### src/rtl/hack_alu.sv
// 16-bit Hack ALU: six control bits shape x and y, then add or AND, then optionally invert.
// Combinational result and flags, plus a registered copy for pipelined consumers.
module hack_alu (
    input  logic        clk,
    input  logic        rst,
    input  logic [15:0] x,
    input  logic [15:0] y,
    input  logic        zx,
    input  logic        nx,
    input  logic        zy,
    input  logic        ny,
    input  logic        f,
    input  logic        no,
    output logic [15:0] out,
    output logic        zr,
    output logic        ng,
    output logic [15:0] out_r,
    output logic        zr_r,
    output logic        ng_r
);

    logic [15:0] x_zero;
    logic [15:0] x_pre;
    logic [15:0] y_zero;
    logic [15:0] y_pre;
    logic [15:0] result;

    // Zeroing always precedes negation; output inversion is the last stage.
    always_comb begin
        x_zero = zx ? 16'h0000 : x;
        x_pre  = nx ? ~x_zero : x_zero;
        y_zero = zy ? 16'h0000 : y;
        y_pre  = ny ? ~y_zero : y_zero;
        result = f ? (x_pre + y_pre) : (x_pre & y_pre);
        out    = no ? ~result : result;
        zr     = (out == 16'h0000);
        ng     = out[15];
    end

    // No handshake: inputs are sampled every rising edge. Reset leaves flags consistent with a zero result.
    always_ff @(posedge clk or posedge rst) begin
        if (rst) begin
            out_r <= 16'h0000;
            zr_r  <= 1'b1;
            ng_r  <= 1'b0;
        end else begin
            out_r <= out;
            zr_r  <= zr;
            ng_r  <= ng;
        end
    end

endmodule

### config.mk
export PLATFORM = sky130hd
export DESIGN_NAME = hack_alu
export DESIGN_NICKNAME = d
export VERILOG_FILES = /design/src/rtl/hack_alu.sv
export SDC_FILE = /design/constraint.sdc
export NUM_CORES = 1
export LEC_CHECK = 0
export CORE_MARGIN = 4
export CORE_UTILIZATION = 51
export CTS_CLUSTER_DIAMETER = 100
export DETAILED_ROUTE_END_ITERATION = 12
export PLACE_DENSITY = 0.95
export SYNTH_ARGS = -nofsm -noshare
export SYNTH_HDL_FRONTEND = slang
export SYNTH_SLANG_ARGS = --single-unit
export TNS_END_PERCENT = 1
### constraint.sdc
create_clock -name clk -period 10.52 [get_ports clk]
set_input_delay 2.104 -clock clk [delete_from_list [all_inputs] [get_ports clk]]
set_output_delay 2.104 -clock clk [all_outputs]
set_load 0.01 [all_outputs]
After elaboration in Yosys (flattened, before gate mapping) --
Index checks and enable logic that the tools add are counted.
Storage, ports and cells: memories kept 0, register bits after elaboration 18, output and inout port bits 36, bits in latches 0, logic and storage cells 15, memory bits (writable) 0, memory bits (read-only) 0, bits of input ports 40
Operators by class: multipliers 0, add/sub/neg operators 1, eq/ne operators 0, bitwise operators 4, magnitude comparators 0, reductions and logical operators 1, divide/modulo/power cells 0, mux-type cells 6, shift operators 0
Operator list (number):
- two-way mux 16 bit | 6
- inverter 16 bit | 3
- adder 16 bit | 1
- AND 16 bit | 1
- zero test 16 bit | 1

Depth between registers and ports, before layout --
Gate-level depths: netlist (run 1).
depth in word-level cells 8, depth in mapped cells 13

Worst setup path after synthesis (run 1) --
No wires, ideal clock.
path type in2out, start point in ny, end point out zr, stages 12, setup slack 2.962 ns, data arrival time 5.454 ns, path buffers 2, data required time 8.416 ns, path through clkbuf_1 -> buf_1 -> xnor2_1 -> fa_1 -> a21o_1 -> a211oi_2 -> a311o_2 -> mux2i_1 -> a211oi_2 -> xnor2_1 -> or4_1 -> nor4_2
On the way: word-level cells in the longest chain between the ends 6, elaborated cells on any way between the ends 7
RTL lines:
- start, declared | line 11 | input logic ny,
- two-way mux 16 bit * | line 33 | y_pre = ny ? ~y_zero : y_zero;
- adder 16 bit or AND 16 bit (tied branches) | line 34 | result = f ? (x_pre + y_pre) : (x_pre & y_pre);
- two-way mux 16 bit * | line 34
- inverter 16 bit | line 35 | out = no ? ~result : result;
- two-way mux 16 bit * | line 35
- named net out[10] | line 14 | output logic [15:0] out,
- zero test 16 bit * | line 36 | zr = (out == 16'h0000);
- end, declared | line 15 | output logic zr,
The timed path passes the listed nets; every way through them passes the cells marked *.

Worst setup path after layout (run 1) --
start point in ny, end point out zr
On the way: word-level cells in the longest chain between the ends 6, elaborated cells on any way between the ends 7
RTL lines (line):
- two-way mux 16 bit * | 33
- adder 16 bit or AND 16 bit (tied branches) | 34
- two-way mux 16 bit * | 34
- inverter 16 bit | 35
- two-way mux 16 bit * | 35
- zero test 16 bit * | 36
Mark *: on every way between the ends. The rest lies on a longest branch, timed or not.

==> results of run 1 <==
## path summary, 6_finish.rpt
check,from,cells after the start,endpoint,slack (ns)
min in group clk,x[0],6,out_r[0],2.95
worst min-delay path,rst,2,out_r[6],2.24
max in group asynchronous,rst,2,out_r[7],7.88
worst max-delay path,ny,13,zr,1.81
## routing by layer
metal / part of all wire, % / global-route usage [%] / vias to the layer above / routed length [microns]
met1: 43 / 25.9 / 967 / 2320
li1: - / - / 1058 / -
met4: 1.5 / 6.72 / 0 / 78
met2: 45 / 33.4 / 92 / 2430
met3: 9.6 / 2.80 / 9 / 514
met5: 0 / 0 / - / 0
## placed cells by master (no fill, tap or decap), types with 2 or more instances in the layout
| cell | instances |
|---|---|
| a211oi_2 | 2 |
| a21oi_1 | 9 |
| o2bb2ai_1 | 3 |
| or4_1 | 2 |
| inv_1 | 9 |
| nand2b_1 | 36 |
| nor3b_1 | 2 |
| nand4_1 | 3 |
| mux2i_1 | 8 |
| nor3_1 | 2 |
| nor2b_1 | 3 |
| a211oi_1 | 4 |
| a31oi_1 | 5 |
| clkdlybuf4s50_1 | 75 |
| nand3_1 | 6 |
| a21o_1 | 6 |
| xnor2_1 | 52 |
| clkbuf_8 | 3 |
| nor2_1 | 9 |
| ha_1 | 16 |
| o21a_1 | 2 |
| and3_1 | 3 |
| nand3b_1 | 2 |
| o21ai_0 | 7 |
| o211ai_1 | 6 |
| nor4_1 | 2 |
| dfrtp_1 | 16 |
| nand2_1 | 10 |
| and2_1 | 5 |
| a211o_1 | 2 |
## cells by family after synthesis
group           count (synthesis)
flops                          17
mux                            10
buf+inv                        25
fa+ha+maj                      17
compound gates                 55
simple gates                   89
xor+xnor                       52
## critical path, stage by stage
cell	delay, ns
clkdlybuf4s50_1	1.06
xnor2_1	0.19
ha_1	0.28
fa_1	0.44
a21o_1	0.24
a211oi_2	0.19
a311o_2	0.25
mux2i_1	0.25
a211oi_2	0.06
xnor2_1	0.17
or4_1	0.57
nor4_2	0.20
clkdlybuf4s50_1	0.59
## flip-flops by register name, summed over array words and instances (netlist names)
name,cells
zr_r,1
out_r,15
ng_r,1
## power breakdown
part	total, mW	leakage (nW)	switching (mW)	internal [mW]
Combinational	0.291	0.957	0.139	0.152
Clock	0.0464	0.0228	0.0196	0.0268
Sequential	0.0885	0.197	0.00513	0.0833
Total	0.426	1.18	0.164	0.262
## through the flow
stage | total power [mW] | setup WS, ns
2_1_floorplan | 0.265 | 2.96
3_3_place_gp | 0.371 | 1.97
3_5_place_dp | 0.382 | 1.81
4_1_cts | 0.430 | 1.80
5_1_grt | 0.459 | 1.63
6_report | 0.426 | 1.81
## cell type report
type                            instances  area [sq um]  share of cell area [%]
Inverter                               10          37.5                    1.23
Tap cell                               50          62.6                    2.05
Clock buffer                            4          45.0                    1.48
Sequential cell                        17           427                    14.0
Multi-Input combinational cell        223          1730                    56.6
Timing Repair Buffer                   75           751                    24.6
==> results.md, run 1 <==
* Share of the synthesized area in the top cell type at 20.1%
* First-pass GRT wire length at 9.00 mm
* CTS H-tree depth at 1
* Crit Path Category: input pin to primary output
* Tot GR Track Use at 19.8%
* Fmax at 115 MHz
* Remaining routing DRC violations at 0
* Die Footprint at 5580 sq um
* YS warnings at 0
* Critical Path RT at 8.42 ns
* Global route overflow at 0
* Initial DRT Pass Iterations at 4
* Synthesized Nets at 322
* Top cells by area, synth: xnor2_1 20%, dfrtp_1 18%, nand2b_1 9.9%
* Post-route cell area at 3050 sq um
* Maxcap violations at 0
* Number of buffers on the longest clock path at 2
* XOR/XNOR Fraction of Synth Area at 20.1%
* Combinational family with the most area after synthesis: simple AND/OR/NAND/NOR gates
* Share of post-route cells with drive strength above 1 at 4.86%
* Mux contribution to synthesized area at 4.63%
* DR vias/cell at 5.61
* Worst VDD drop at 0.0526 mV
* Post-Route Utilization at 73.6%
* Setup repair after global routing missed its margin: no
* Seq/Total Area, Yosys at 18.8%
* Routability cong. at 0.872
* Total CTS buffers at 3
* Initial antenna violation count at 0
* PortBufs at 75
* Mapped Cells at 265
* Post-synthesis cell area at 2270 sq um
* I/O Pins at 76
* Worst Path Max Fanout at 16
* Core Area at 4140 sq um
* Post-CTS Hold Buffers at 0
* Largest area contributor in the netlist: xnor2_1
* Rel. slew slack at 38.3%
* CTS clk-pin slew, worst paths at 0.06 ns
* Setup TNS at 0 ns
* Post-CTS Setup Inserts at 0
* Commonest cells in the netlist: 52 x xnor2_1, 36 x nand2b_1, 16 x dfrtp_1, 16 x ha_1, 10 x nand2_1
* Asr flop ratio synth at 100%
* Slew @ Worst Pin at 0.922 ns
* ANT nets after route at 0
* CP Capture Type: primary output
* Clock sinks at 17
* Post-Synth Simple-Gate Area at 22.9%
* Post-place instance area at 3010 sq um
* Placed cells at 375
* Most numerous cell in the Yosys netlist: xnor2_1
* Number of synthesized flops with an enable pin at 0
* Initial drt markers at 113
* Max Slew Vio Count at 0
* Drt total wl at 5.34 mm
* Leakage at 1.18 nW
* Area share of fa/ha/maj cells after synthesis at 9.70%
* Min Tclk post-route at 8.71 ns
* Netlist cell types at 51
* Nets at 387
* Final period util at 82.8%
* Compound-cell area share of the yosys netlist at 18.8%
* Final setup fails at 0
* Finished Layout Cells at 379
* Final hold violation count at 0
* Synthesis-stage register bit count at 17
* Drt wl/cell at 14.1 microns
* Average size of a mapped cell at 8.56 sq um
* N_diodes at 0
* Status: finished, final reports clean
* DP HPWL at 4.60 mm
* Largest net degree at the start of global routing at 24
* PwrDens at 140 nW/um^2
* Hold crit path type: input pin to asynchronous set/reset pin
* CP startpoint kind: input pin
* CTS root buffer: clkbuf_8
* Die Wd at 74.7 microns
* Syn-to-layout area delta at 34.4%
* Vias at 2126
* Top_reg_cell synth: dfrtp_1
* Initial Util at 54.8%
* Number of global-route vias before repair at 2048
* Rows at 23
* Crit path DAT at 6.60 ns
* Post_cts resized at 0
* Fill count at 331
* Die Height at 74.7 microns
* Final hold slack at 2.24 ns
* CTS tree: yes
Note: power is estimated with default switching activity, not from simulation.
==> run 2, diff against run 1 <==
CORE_UTILIZATION = 47   (was 51)
PLACE_DENSITY = 0.92   (was 0.95)
clock period = 8.1 ns   (was 10.52 ns; I/O delays follow)
==> results.md, run 2 (synthesis gave the netlist of run 1 again) <==
* CP max-delay cell: clkdlybuf4s50_1 (unchanged)
* CTS clk-pin slew, worst paths at 0.05 ns (was 0.06 ns)
* Leakage at 1.19 nW (was 1.18 nW)
* I/O Pins at 76 (unchanged)
* Comb power frac at 68.8% (was 68.4%)
* Largest regs: out_r: 15 flops, ng_r: 1 flops, zr_r: 1 flops (unchanged)
* Die Height at 77.5 microns (was 74.7 microns)
* Drt total wl at 5.28 mm (was 5.34 mm)
* DP HPWL at 4.53 mm (was 4.60 mm)
* Status: finished, final reports clean (unchanged)
* Commonest non-fill, non-tap cell in the layout: clkdlybuf4s50_1 (unchanged)
* Initial DRT Pass Iterations at 4 (unchanged)
* Post-CTS Hold Buffers at 0 (unchanged)
* CTS root buffer: clkbuf_8 (unchanged)
* Commonest non-fill, non-tap cells in the layout: 75 x clkdlybuf4s50_1, 52 x xnor2_1, 36 x nand2b_1 (unchanged)
* Post_cts resized at 0 (unchanged)
* Setup repair after global routing missed its margin: no (unchanged)
* Nets at 390 (was 387)
* Largest register by flop count: out_r (unchanged)
* Cells along the critical path: clkdlybuf4s50_1, nand2b_1, xnor2_1, ha_1, fa_1, a21o_1, a211oi_2, a311o_2, mux2i_1, a211oi_2, xnor2_1, or4_1, nor4_2, clkdlybuf4s50_1 (was clkdlybuf4s50_1, xnor2_1, ha_1, fa_1, a21o_1, a211oi_2, a311o_2, mux2i_1, a211oi_2, xnor2_1, or4_1, nor4_2, clkdlybuf4s50_1)
* Psw at 0.209 mW (was 0.164 mW)
* Max Slew Vio Count at 0 (unchanged)
* Worst path top cell family by delay: buffers and inverters (unchanged)
* Worst VDD drop at 0.0829 mV (was 0.0526 mV)
* Die Wd at 77.5 microns (was 74.7 microns)
* Share of post-route cells with drive strength above 1 at 5.72% (was 4.86%)
* Buffer and inverter count on the worst path at 2 (unchanged)
* DR vias/cell at 5.49 (was 5.61)
* Clock share of power at 10.6% (was 10.9%)
* Min Tclk post-route at 7.47 ns
* Slew @ Worst Pin at 0.772 ns (was 0.922 ns)
* Initial Util at 48.4% (was 54.8%)
* Hold crit path type: input pin to asynchronous set/reset pin (unchanged)
* Final period util at 92.2%
* Initial drt markers at 102 (was 113)
* Number of global-route vias before repair at 2039 (was 2048)
* DR WL met3 at 425 microns (was 514 microns)
* Post-CTS Setup Inserts at 0 (unchanged)
* Drt wl/cell at 13.7 microns (was 14.1 microns)
* Final hold slack at 1.73 ns (was 2.24 ns)
* Maxcap violations at 0 (unchanged)
* CTS tree: yes (unchanged)
* Fmax at 134 MHz
* Rel. slew slack at 48.4% (was 38.3%)
* Wire length on met1 at 2.27 mm (was 2.32 mm)
* Final hold violation count at 0 (unchanged)
* Initial antenna violation count at 0 (unchanged)
* WL met2 at 2.48 mm (was 2.43 mm)
* DR top layer: met4 (unchanged)
* PwrDens at 179 nW/um^2 (was 140 nW/um^2)
* Syn-to-layout area delta at 35.6% (was 34.4%)
* Die Footprint at 6000 sq um (was 5580 sq um)
* PortBufs at 75 (unchanged)
* Clock sinks at 17 (unchanged)
* Reg power frac at 20.6% (was 20.7%)
* Largest net degree at the start of global routing at 24 (unchanged)
* Final setup fails at 0 (unchanged)
* Sw frac at 38.0% (was 38.4%)
* Crit Path Category: input pin to primary output (unchanged)
* CTS H-tree depth at 1 (unchanged)
* Max reg flops at 15 (unchanged)
* Int Power at 0.342 mW (was 0.262 mW)
* N_diodes at 0 (unchanged)
* Global route overflow at 0 (unchanged)
* Critical Path RT at 6.48 ns (was 8.42 ns)
* Tot GR Track Use at 18.3% (was 19.8%)
* WP depth at 14 (was 13)
* CP startpoint kind: input pin (unchanged)
* Worst Path Max Fanout at 16 (unchanged)
* Rows at 25 (was 23)
* Vias at 2121 (was 2126)
* Number of buffers on the longest clock path at 2 (unchanged)
* Remaining routing DRC violations at 0 (unchanged)
* CP Capture Type: primary output (unchanged)
* ANT nets after route at 0 (unchanged)
* First-pass GRT wire length at 9.18 mm (was 9.00 mm)
* Crit path DAT at 5.85 ns (was 6.60 ns)
* Setup TNS at 0 ns (unchanged)
* Core Area at 4690 sq um (was 4140 sq um)
* Routability cong. at 0.827 (was 0.872)
* Total CTS buffers at 3 (unchanged)
* Largest stage delay on the critical path at 0.60 ns (was 1.06 ns)
## run 2: changes by cell type in the layout (fill, tap and decap cells not counted), sizes merged
cell | before | now
buf | 0 | 3
## run 2: path summary, 6_finish.rpt
path	startpoint	endpoint	slack, ns
worst max-delay path	zx	zr	0.63
worst min-delay path	rst	out_r[7]	1.73
max in group asynchronous	rst	zr_r	6.01
min in group clk	f	out_r[9]	2.35
## run 2: area by class of cell
cell class / count / area [sq um]
multi-input cells: 223 / 1730
repair buffers: 78 / 773
fillers: 392 / 1610
inverters: 10 / 37.5
clock buffers: 4 / 45.0
flip-flops and latches: 17 / 427
well taps: 54 / 67.6
## run 2: metal layers
metal | GRT usage (%) | vias to the layer above
met5 | 0 | -
met4 | 7.47 | 0
met3 | 2.44 | 11
met2 | 30.7 | 122
met1 | 23.5 | 926
li1 | - | 1062
## run 2: power by group through the flow
stage	Clock (mW)	Combinational [mW]	Sequential, mW
2_1_floorplan	0	0.215	0.129
3_3_place_gp	0	0.368	0.115
3_5_place_dp	0	0.378	0.115
4_1_cts	0.0605	0.379	0.114
5_1_grt	0.0634	0.411	0.118
6_report	0.0586	0.379	0.113
## run 2: through the flow
step	worst slack, ns	total power, mW	utilization, %	area (sq um)	std cells
after floorplan	1.51	0.344	-	2270	265
after global placement	0.763	0.483	64.6	3030	382
after detailed placement	0.584	0.494	64.6	3030	382
after CTS	0.587	0.554	65.6	3080	386
after global routing	0.300	0.592	65.6	3080	386
final	0.633	0.551	65.6	3080	386
